File: config.mk
export PLATFORM = sky130hd
export DESIGN_NAME = ssd_scan_scheduler
export DESIGN_NICKNAME = d
export VERILOG_FILES = /design/src/rtl/ssd_scan_scheduler.sv
export SDC_FILE = /design/constraint.sdc
export NUM_CORES = 1
export LEC_CHECK = 0
export CORE_MARGIN = 2
export CORE_UTILIZATION = 56
export DETAILED_ROUTE_END_ITERATION = 16
export PLACE_DENSITY = 0.8
export SLEW_MARGIN = 20
export SYNTH_ARGS = -nofsm -noshare
export SYNTH_HDL_FRONTEND = slang
export SYNTH_SLANG_ARGS = --single-unit
File: constraint.sdc
create_clock -name clk -period 4.25 [get_ports clk]
set_input_delay 0.425 -clock clk [delete_from_list [all_inputs] [get_ports clk]]
set_output_delay 0.425 -clock clk [all_outputs]
set_load 0.05 [all_outputs]
File: src/rtl/ssd_scan_scheduler.sv
// Scans an 8-digit common-anode 7-seg display with ON/BLANK slots, digit skip and leading-zero blanking.
// Registered outputs; one-deep pending buffer, upd_ready low until the held word is taken at a frame boundary.
module ssd_scan_scheduler #(
  parameter int NUM_DIGITS   = 8,
  parameter int ON_CYCLES    = 250000,
  parameter int BLANK_CYCLES = 1000,
  parameter int CNT_W        = 18
) (
  input  logic                    clk,
  input  logic                    rst_n,
  input  logic                    upd_valid,
  input  logic [4*NUM_DIGITS-1:0] upd_data,
  output logic                    upd_ready,
  input  logic [NUM_DIGITS-1:0]   dig_en,
  input  logic [NUM_DIGITS-1:0]   dp_mask,
  input  logic                    lz_suppress,
  output logic [NUM_DIGITS-1:0]   anode_n,
  output logic [7:0]              cathode_n,
  output logic                    frame_tick
);

  localparam int IDX_W = (NUM_DIGITS > 1) ? $clog2(NUM_DIGITS) : 1;
  localparam logic [CNT_W-1:0] ON_LAST    = CNT_W'(ON_CYCLES - 1);
  localparam logic [CNT_W-1:0] BLANK_LAST = CNT_W'((BLANK_CYCLES > 0) ? BLANK_CYCLES - 1 : 0);
  localparam bit HAS_BLANK = (BLANK_CYCLES > 0);

  typedef enum logic [1:0] {
    S_IDLE  = 2'd0,
    S_ON    = 2'd1,
    S_BLANK = 2'd2
  } state_t;

  state_t                  state_q, state_d;
  logic [IDX_W-1:0]        idx_q, idx_d;
  logic [CNT_W-1:0]        timer_q, timer_d;
  logic                    go_idle_q, go_idle_d;
  logic [4*NUM_DIGITS-1:0] active_q, pending_q, eff_data;
  logic                    pend_q;
  logic                    boundary, load_cat, clr_cat;
  logic [NUM_DIGITS-1:0]   anode_d;
  logic [7:0]              cathode_d;
  logic                    any_en, above_found, lz_blank;
  logic [IDX_W-1:0]        lowest_idx, above_idx;
  logic [3:0]              nib;
  logic [6:0]              seg;

  function automatic logic [6:0] seg7(input logic [3:0] v);
    case (v)
      4'h0:    seg7 = 7'b0000001;
      4'h1:    seg7 = 7'b1001111;
      4'h2:    seg7 = 7'b0010010;
      4'h3:    seg7 = 7'b0000110;
      4'h4:    seg7 = 7'b1001100;
      4'h5:    seg7 = 7'b0100100;
      4'h6:    seg7 = 7'b0100000;
      4'h7:    seg7 = 7'b0001111;
      4'h8:    seg7 = 7'b0000000;
      4'h9:    seg7 = 7'b0000100;
      4'hA:    seg7 = 7'b0001000;
      4'hB:    seg7 = 7'b1100000;
      4'hC:    seg7 = 7'b0110001;
      4'hD:    seg7 = 7'b1000010;
      4'hE:    seg7 = 7'b0110000;
      default: seg7 = 7'b0111000;
    endcase
  endfunction

  // Descending scan leaves the lowest match in each result.
  always_comb begin
    any_en      = |dig_en;
    lowest_idx  = '0;
    above_found = 1'b0;
    above_idx   = '0;
    for (int i = NUM_DIGITS - 1; i >= 0; i--) begin
      if (dig_en[i]) lowest_idx = IDX_W'(i);
      if (dig_en[i] && (IDX_W'(i) > idx_q)) begin
        above_found = 1'b1;
        above_idx   = IDX_W'(i);
      end
    end
  end

  always_comb begin
    state_d   = state_q;
    idx_d     = idx_q;
    timer_d   = timer_q;
    go_idle_d = go_idle_q;
    boundary  = 1'b0;
    load_cat  = 1'b0;
    clr_cat   = 1'b0;
    case (state_q)
      S_IDLE: begin
        boundary = 1'b1;
        timer_d  = '0;
        if (any_en) begin
          state_d  = S_ON;
          idx_d    = lowest_idx;
          load_cat = 1'b1;
        end
      end
      S_ON: begin
        if (timer_q == ON_LAST) begin
          // Next digit is picked here so its cathodes settle during the blank gap.
          timer_d   = '0;
          go_idle_d = !any_en;
          clr_cat   = !any_en;
          state_d   = HAS_BLANK ? S_BLANK : (any_en ? S_ON : S_IDLE);
          if (any_en) begin
            idx_d    = above_found ? above_idx : lowest_idx;
            boundary = !above_found;
            load_cat = 1'b1;
          end
        end else begin
          timer_d = timer_q + CNT_W'(1);
        end
      end
      S_BLANK: begin
        if (timer_q == BLANK_LAST) begin
          timer_d = '0;
          state_d = go_idle_q ? S_IDLE : S_ON;
        end else begin
          timer_d = timer_q + CNT_W'(1);
        end
      end
      default: state_d = S_IDLE;
    endcase
  end

  always_comb begin
    eff_data = (boundary && pend_q) ? pending_q : active_q;
    nib      = eff_data[{idx_d, 2'b00} +: 4];
    lz_blank = lz_suppress && (idx_d != '0) && ((eff_data >> {idx_d, 2'b00}) == '0);
    seg      = lz_blank ? 7'h7F : seg7(nib);
    anode_d  = '1;
    if (state_d == S_ON) anode_d[idx_d] = 1'b0;
    cathode_d = cathode_n;
    if (load_cat) cathode_d = {seg, ~dp_mask[idx_d]};
    else if (clr_cat) cathode_d = 8'hFF;
  end

  assign upd_ready = ~pend_q;

  always_ff @(posedge clk or negedge rst_n) begin
    if (!rst_n) begin
      state_q    <= S_IDLE;
      idx_q      <= '0;
      timer_q    <= '0;
      go_idle_q  <= 1'b0;
      active_q   <= '0;
      pending_q  <= '0;
      pend_q     <= 1'b0;
      anode_n    <= '1;
      cathode_n  <= 8'hFF;
      frame_tick <= 1'b0;
    end else begin
      state_q    <= state_d;
      idx_q      <= idx_d;
      timer_q    <= timer_d;
      go_idle_q  <= go_idle_d;
      anode_n    <= anode_d;
      cathode_n  <= cathode_d;
      frame_tick <= boundary;
      if (pend_q) begin
        if (boundary) begin
          active_q <= pending_q;
          pend_q   <= 1'b0;
        end
      end else if (upd_valid) begin
        pending_q <= upd_data;
        pend_q    <= 1'b1;
      end
    end
  end

endmodule

[Word-level counts from Yosys, hierarchy flattened]
Memories as Yosys holds them, arrays and structs flattened.
Cells that the tools add are included.
Operators by class
  reductions and logical operators: 23
  magnitude comparators: 10
  add/subtract/negate cells: 1
  equal/unequal tests: 5
  bitwise gates (word level): 3
  shift-type cells: 2
  multiplexer cells: 57
Operators with widths (count)
  $mux 3: 20
  $pmux 18 s3: 1
  $mux 18: 2
  $logic_not 32->1: 1
  $mux 32: 1
  $shiftx 32x6->4: 1
  $shr 32x5->32: 1
  $mux 8: 3
  $mux 1: 20
  $add 18x1->18 const B: 1
  $eq 18x10->1 const B: 1
  $eq 18x18->1 const B: 1
  $gt 3x3->1 const A: 4
  $logic_and 1x1->1: 12
  $not 8->8: 1
  $reduce_or 8->1: 1
  $mux 7: 1
  $gt 1x3->1 const A: 2
  $gt 2x3->1 const A: 2
  $mux 2: 3
  $pmux 2 s3: 1
  $pmux 3 s2: 1
  $reduce_and 2->1: 3
  $reduce_bool 3->1: 2
  other kinds (11): 15
Storage, ports and cells
  memory bits (read-only): 112
  register bits: 106
  word-level logic and storage cells: 112
  memories: 1
  output and inout port bits: 18
  bits of input ports: 52
Memories
  (no name shown): depth 16, width 7, rd ports 1, clocked after memory_dff 0, wr ports 0, line 48  | case (v)

[Logic depth before layout (Yosys ltp)]
Gate-level depths: netlist of the first run.
  word-level depth: 21
  mapped depth: 20
  depth with buffers taken out: 18

[Least setup slack after synthesis of the first run]
OpenSTA, ideal clock, no wires.
  path kind: reg2reg
  from: register state_q[1]
  to: register cathode_n[5]
  setup slack: 0.358 ns
  period minus slack after synthesis: 3.892 ns
  buffers on the path: 2
  cell stages (with the launch flop): 20
  arrival: 3.809 ns
  cell sequence: dfrtp_1 -> inv_1 -> ha_1 -> nand3_1 -> nor4_1 -> nand4_4 -> a32oi_1 -> and2_1 -> buf_6 -> clkinv_4 -> buf_12 -> mux2_2 -> o211ai_1 -> a32oi_1 -> inv_1 -> ha_1 -> o311ai_0 -> nor2_1 -> a41o_4 -> o32a_1
On the way
  word-level cells in the longest chain between the ends: 9
RTL lines
  from (decl): line 33  | state_t state_q, state_d;
  from (signal assigned): line 156  | state_q <= state_d;
  branches (longest 9 deep; another with $mem_v2 16x7)
  to (signal assigned): line 161  | cathode_n <= cathode_d;
  to (decl): line 18  | output logic [7:0] cathode_n,
Parallel ways; which one is timed is not known.
A chain may end at the register's enable or synchronous reset.

[Worst setup path in the final report of the first run]
  from: register timer_q[0]
  to: register cathode_n[3]
On the way
  word-level cells in the longest chain between the ends: 10
RTL lines
  from (decl): line 35  | logic [CNT_W-1:0] timer_q, timer_d;
  from (signal assigned): line 158  | timer_q <= timer_d;
  $eq 18x18->1 *: line 102  | if (timer_q == ON_LAST) begin
  branches (longest 9 deep; another with $mem_v2 16x7)
Mark *: on every way between the ends.

==> out/metrics.cfg, run 1 <==
[synthesis]
synth-edff-count = 0
synth-warning-count = 0
synth_ff_type = dfrtp_1
synth_seq_cells = 106
yosys.area.top_type_share_pct = 38.7
netlist_area_um2 = 5810
synth_common_cells = dfrtp_1, mux2_2, nand2_1, o21ai_0, nor2_1
synth_area_leaders = dfrtp_1, mux2_2, dfstp_2
synth_most_common_cell = dfrtp_1
syn_area_per_cell_um2 = 10.7
yosysSeqAreaShare_pct = 46.0
syn_inst = 543
synth_nets = 606
post-synth-top-area-cell = dfrtp_1
synth_cell_type_count = 68
synthArstFlopShare_pct = 100

[setup_path]
cpPeakStageDelay_ps = 400
cp.depth = 17
cp-start-kind = flop
critPathMaxFanout = 9
crit_type = flop to flop
cp_cell_sequence = ha_1 -> nand3_1 -> nor4b_2 -> buf_4 -> and4_1 -> o211ai_1 -> and2_1 -> clkinv_4 -> buf_12 -> mux2_2 -> o211ai_1 -> a32oi_2 -> buf_4 -> ha_1 -> mux2_1 -> o2bb2ai_1 -> o22a_1
cpMaxStageDelayCell = dfrtp_1
worst-r2r-cell-count = 17
critPathArrivalTime_ps = 4280
cp-end-kind = flop
crit_required_ps = 4560
cpLargestDelayFamily = simple AND/OR/NAND/NOR gates
critPathBufInv = 4

[global_routing]
grt_pass1_vias = 4723
grt_max_degree = 74
met3_usage_pct = 4.41
grt_usage_pct = 25.4
globalRouteMet2Util_pct = 41.8
met1_usage_pct = 33.0
antenna_found_initial = 0
grt_overflow = 0
grt.busiest_layer = met2
grt_pass1_wl_um = 22600

[place]
hpwlAfterDp_um = 10100
place_ws_ps = -26.6
place.gp.congestion = 0.962
io_buffers = 69

[detailed_routing]
drc = 0
drt_wl_total_um = 13600
drt_iter0_markers = 268
routed_via_density = 6.08
vias = 4725
routedWlPerCell_um = 17.5
antenna_left = 0
dr.pass1.iters = 5

[clock_network]
clock_path_buffers = 2
clk_latency_ps = 400
clockRootBuffer = clkbuf_8
clkTransAtPathRegs_ps = 130
postCtsHoldBufs = 0
cts_setup_buffers = 0
clock-sinks = 106
cts_tree = built
htreeDepth = 3
numCtsBuffers = 9

[finish]
fill_cells = 761
post-route-util_pct = 69.1
drive_above_1_share_pct = 25.3
fin_nets = 699
syn2layout_area_growth_pct = 21.0
n_antenna_cell = 0

[run]
drv_cap = 0

[floorplan]
num_rows = 37
start_util_pct = 57.1
coreArea_um2 = 10200
fp.dieH_um = 106
io_pins = 70
dieArea_um2 = 11200
die_x_um = 106

[timing]
finalHoldViolCount = 0
slew-limit-headroom_pct = 40.0
fmax_mhz = 252
period_minus_slack_ps = 3970
fin_setup_tns_ps = 0
rsz0062_at_grt = false
final.period_utilization_pct = 93.4
holdWs_ps = 146
slew_violations = 0
tightest_slew_ps = 900
setup_ws_ps = 282
skew_ps = 21.7
finalSetupViolations = 0

[power_and_ir_drop]
power.leakage_nw = 3.13
power.total_w = 0.00178
power.share.clock_pct = 35.0
p_comb_share_pct = 6.4
intPower_w = 0.00133
swShare_pct = 25.3
p_seq_share_pct = 58.5
power_switching_w = 0.000450
powerDensity_nw_per_um2 = 253
ir_worst_vdd_mv = 0.216

[min_path]
hold_path_class = input pin to asynchronous set/reset pin

[status]
status = complete, no violations

==> final timing paths <==
check,startpoint,endpoint,slack (ps)
max in group asynchronous,rst_n,active_q[18],3130
setup reg to reg,timer_q[0],cathode_n[3],280
setup / recovery,timer_q[0],cathode_n[3],280
min in group clk,cathode_n[0],cathode_n[0],520
hold reg to reg,cathode_n[0],cathode_n[0],520
hold / removal,rst_n,pending_q[7],150
==> sequential cells by signal (all words and copies together), names as in the netlist <==
signal	count
active_q	32
pending_q	32
timer_q	18
anode_n	8
cathode_n	8
idx_q	3
state_q	2
frame_tick	1
go_idle_q	1
pend_q	1
==> layer usage <==
metal / part of all wire [%] / vias up
met5: 0 / -
met1: 42 / 2291
li1: - / 2189
met2: 49 / 202
met3: 5.8 / 43
met4: 3.4 / 0
==> layout by cell type, fill, tap and decap left out, types with 3 or more instances in the layout <==
cell | netlist | layout
nor4_1 | 14 | 13
nand2b_1 | 4 | 4
o21ai_0 | 39 | 39
buf_4 | 1 | 37
a22oi_1 | 6 | 6
a21oi_1 | 19 | 19
inv_1 | 15 | 15
clkdlybuf4s50_1 | 0 | 68
o31ai_1 | 4 | 4
mux2i_1 | 25 | 25
clkbuf_8 | 0 | 9
and3_1 | 17 | 17
clkinv_4 | 1 | 3
dfstp_2 | 16 | 16
o22a_1 | 9 | 9
nor2_1 | 36 | 36
dfrtp_1 | 90 | 90
mux2_1 | 5 | 5
nand4_1 | 4 | 4
o211ai_1 | 5 | 5
o21bai_1 | 3 | 3
ha_1 | 11 | 10
a31o_2 | 3 | 3
nand2_1 | 48 | 48
nor3_1 | 8 | 8
or2_2 | 3 | 3
o22ai_1 | 8 | 8
mux2_2 | 65 | 65
or3_1 | 5 | 5
nand3_1 | 12 | 12
==> stage by stage <==
stage	cell area, µm²	std cells
2_1_floorplan	5810	543
3_3_place_gp	6810	761
3_5_place_dp	6810	761
4_1_cts	7010	777
5_1_grt	7040	777
6_report	7040	777
==> power by group through the flow <==
stage,Combinational [W],Clock (W),Sequential (W)
after floorplan,0.0000334,0,0.00105
after global placement,0.000112,0,0.00106
after detailed placement,0.000116,0,0.00106
after CTS,0.000116,0.000628,0.00104
after global routing,0.000127,0.000675,0.00104
final,0.000114,0.000623,0.00104
==> layout make-up <==
type	instances	area, µm²	area share (%)
clock buffers	9	124	1.76
clock inverters	7	78.8	1.12
inverters	17	68.8	0.978
multi-input cells	395	2920	41.5
flip-flops and latches	106	2670	38.0
well taps	136	170	2.42
repair buffers	107	998	14.2
==> what timing repair did <==
item	in CTS	in global routing
resized for setup	0	4
setup endpoints to repair	0	7
hold endpoints to repair	0	0
==> cells by family (layout without fill, tap and decap cells) <==
kind of cell	Yosys count	after routing	share of synthesized area, %
buffers and inverters	42	140	4.17
adders and majority gates	11	11	2.37
AOI/OAI and AO/OA	120	120	14.1
and+or+nand+nor	167	167	14.8
muxes	97	97	18.6
DFF	106	106	46.0
No activity file was read; power rests on OpenSTA's default activity.
==> inputs of run 2 (changes only) <==
--- a/config.mk
+++ b/config.mk
@@ -5,10 +5,11 @@
 export SDC_FILE = /design/constraint.sdc
 export NUM_CORES = 1
 export LEC_CHECK = 0
-export CORE_MARGIN = 2
-export CORE_UTILIZATION = 56
+export CORE_MARGIN = 8
+export CORE_UTILIZATION = 60
 export DETAILED_ROUTE_END_ITERATION = 16
-export PLACE_DENSITY = 0.8
+export GPL_TIMING_DRIVEN = 0
+export PLACE_DENSITY = 0.85
 export SLEW_MARGIN = 20
 export SYNTH_ARGS = -nofsm -noshare
 export SYNTH_HDL_FRONTEND = slang
==> constraint.sdc (replaced) <==
create_clock -name clk -period 4.6 [get_ports clk]
set_input_delay 0.46 -clock clk [delete_from_list [all_inputs] [get_ports clk]]
set_output_delay 0.46 -clock clk [all_outputs]
set_load 0.05 [all_outputs]
==> run 2 against run 1 <==
Net effect:
- clock skew fell by 2.3 ps
- count of clock-buffer cells in the layout rose by 3
- combinational power decreased by 7%
- register-to-register slack got worse by 60 ps
- routed wire length rose by 5.1%
- total power shrank 10%
- sequential power fell by 8%
- die area is 17% higher
==> out/metrics.cfg, run 2 (synthesis gave the netlist of run 1 again) <==
[status]
status = complete, no violations

[timing]
final.period_utilization_pct = 97.7
fmax_mhz = 222
finalSetupViolations = 0  ; unchanged
period_minus_slack_ps = 4490
holdWs_ps = 491  ; +345 ps
setup_ws_ps = 105  ; -177 ps
finalHoldViolCount = 0  ; unchanged
skew_ps = 19.4  ; -2.28 ps
slew-limit-headroom_pct = 48.0  ; +8.0 points
tightest_slew_ps = 775  ; -124 ps
slew_violations = 0  ; unchanged

[floorplan]
start_util_pct = 60.6  ; +3.5 points
fp.dieH_um = 114  ; +8.1%
dieArea_um2 = 13100  ; +17%
io_pins = 70  ; unchanged
die_x_um = 114  ; +8.1%
coreArea_um2 = 9590  ; -5.8%
num_rows = 36  ; -2.7%

[power_and_ir_drop]
power.share.clock_pct = 33.3  ; -1.7 points
swShare_pct = 23.5  ; -1.9 points
powerDensity_nw_per_um2 = 229  ; -9.5%
power_switching_w = 0.000375  ; -17%
p_comb_share_pct = 6.6  ; +0.2 points
power.total_w = 0.00160  ; -10%
p_seq_share_pct = 60.1  ; +1.6 points
ir_worst_vdd_mv = 0.223  ; +3.4%
intPower_w = 0.00122  ; -7.9%
power.leakage_nw = 3.09  ; -1.2%

[detailed_routing]
vias = 4667  ; -1.2%
drc = 0  ; unchanged
wl_met3_um = 972  ; +23%
drt_iter0_markers = 278  ; +3.7%
drt_wl_total_um = 14300  ; +5.1%
wl_met1_um = 6150  ; +8.6%
dr.max_layer_used = met4
wl_met2_um = 6920  ; +3.7%
dr.pass1.iters = 5  ; unchanged
antenna_left = 0  ; unchanged
routedWlPerCell_um = 18.5  ; +5.7%
routed_via_density = 6.05  ; -0.59%

[run]
drv_cap = 0  ; unchanged

[setup_path]
crit_required_ps = 4910  ; +350 ps
cp-start-kind = input pin
r2r_start = timer_q[0]
critPathMaxFanout = 10  ; +1
crit_start = dig_en[3]
cp-end-kind = flop
worst-r2r-cell-count = 16  ; -1
crit_type = input pin to flop
critPathArrivalTime_ps = 4800  ; +520 ps

[global_routing]
grt_pass1_wl_um = 23700  ; +4.9%
grt_max_degree = 86  ; +16%
grt_usage_pct = 22.8  ; -2.7 points
grt_overflow = 0  ; unchanged
antenna_found_initial = 0  ; unchanged
grt_pass1_vias = 4765  ; +0.89%

[finish]
multi_input_comb_area_um2 = 2930  ; +0.30%
drive_above_1_share_pct = 22.8  ; -2.4 points
seqCellArea_um2 = 2670  ; unchanged
largestRegisters = active_q (32), pending_q (32), timer_q (18)
fin_nets = 697  ; -0.29%
layout_common_cells = dfrtp_1, clkdlybuf4s50_1, mux2_2
syn2layout_area_growth_pct = 20.2
fill_cells = 681  ; -11%
final_common_cell = dfrtp_1
n_antenna_cell = 0  ; unchanged

[clock_network]
clkTransAtPathRegs_ps = 100  ; -30 ps
clockRootBuffer = clkbuf_8
cts_tree = built
htreeDepth = 3  ; unchanged
clk_latency_ps = 390  ; about the same
numCtsBuffers = 9  ; unchanged
clock_path_buffers = 2  ; unchanged
clock-sinks = 106  ; unchanged

[place]
hpwlAfterDp_um = 10500  ; +4.7%
io_buffers = 69  ; unchanged
place_ws_ps = -571  ; -544 ps
place.gp.congestion = 0.913  ; -5.1%

[min_path]
hold_path_class = input pin to asynchronous set/reset pin

-- run 2: changes by cell type in the layout (fill, tap and decap cells not counted), sizes merged --
cell	before	now
dlymetal6s2s	0	1
clkinv	5	4
clkbuf	9	24
dlygate4sd3	0	1
buf	39	24
clkdlybuf4s50	68	67
inv	19	17
-- run 2: final timing paths --
path | to | slack [ps]
min in group clk | go_idle_q | 500
worst min-delay path | idx_q[2] | 490
max in group asynchronous | pending_q[19] | 3430
worst max-delay path | cathode_n[7] | 110
worst max register to register | cathode_n[7] | 220
worst min register to register | go_idle_q | 500
-- run 2: through the flow --
stage / cells / util, % / area (µm²) / setup TNS, ps
floorplan: 543 / - / 5810 / 0
global placement: 745 / 69.5 / 6670 / -65650
detailed placement: 746 / 69.8 / 6700 / -3120
CTS: 763 / 71.8 / 6890 / 0
global route: 772 / 72.9 / 6990 / -79.5
finish: 772 / 72.9 / 6990 / 0
-- run 2: layer usage --
layer / global-route usage [%] / vias up
met2: 37.2 / 191
met3: 5.85 / 27
met5: 0 / -
met1: 28.6 / 2268
li1: - / 2181
met4: 7.81 / 0
-- run 2: cell type report --
cell class | instances | share of cell area, %
clock inverters | 4 | 0.412
well taps | 133 | 2.38
clock buffers | 12 | 2.08
multi-input cells | 395 | 41.9
plain buffers | 25 | 2.54
inverters | 17 | 0.984
flip-flops and latches | 106 | 38.2
repair buffers | 80 | 11.4
-- run 2: repair_timing --
action	CTS	global route
endpoints found under the hold margin	17	0
endpoints found under the setup margin	3	7
hold buffers	1	0
pin swaps	0	2
buffers inserted	0	9
resized for setup	1	8
-- run 2: critical path, cell delays in order --
cell,delay (ps)
clkdlybuf4s50_1,520
or4_4,550
or2_1,250
buf_6,140
nand4_4,90
nor3_2,80
o21ai_4,240
buf_6,200
buf_4,210
clkbuf_4,220
o211ai_1,160
a32oi_2,370
inv_1,170
ha_1,270
o311ai_0,120
nor2_1,120
a41o_4,260
o32a_1,360
-- run 2: power by group through the flow --
stage               Combinational, W  Sequential (W)  Clock (W)
finish                      0.000106        0.000960   0.000532
global route                0.000117        0.000962   0.000579
CTS                         0.000107        0.000959   0.000538
detailed placement          0.000105        0.000977          0
global placement           0.0000987        0.000976          0
floorplan                  0.0000308        0.000972          0
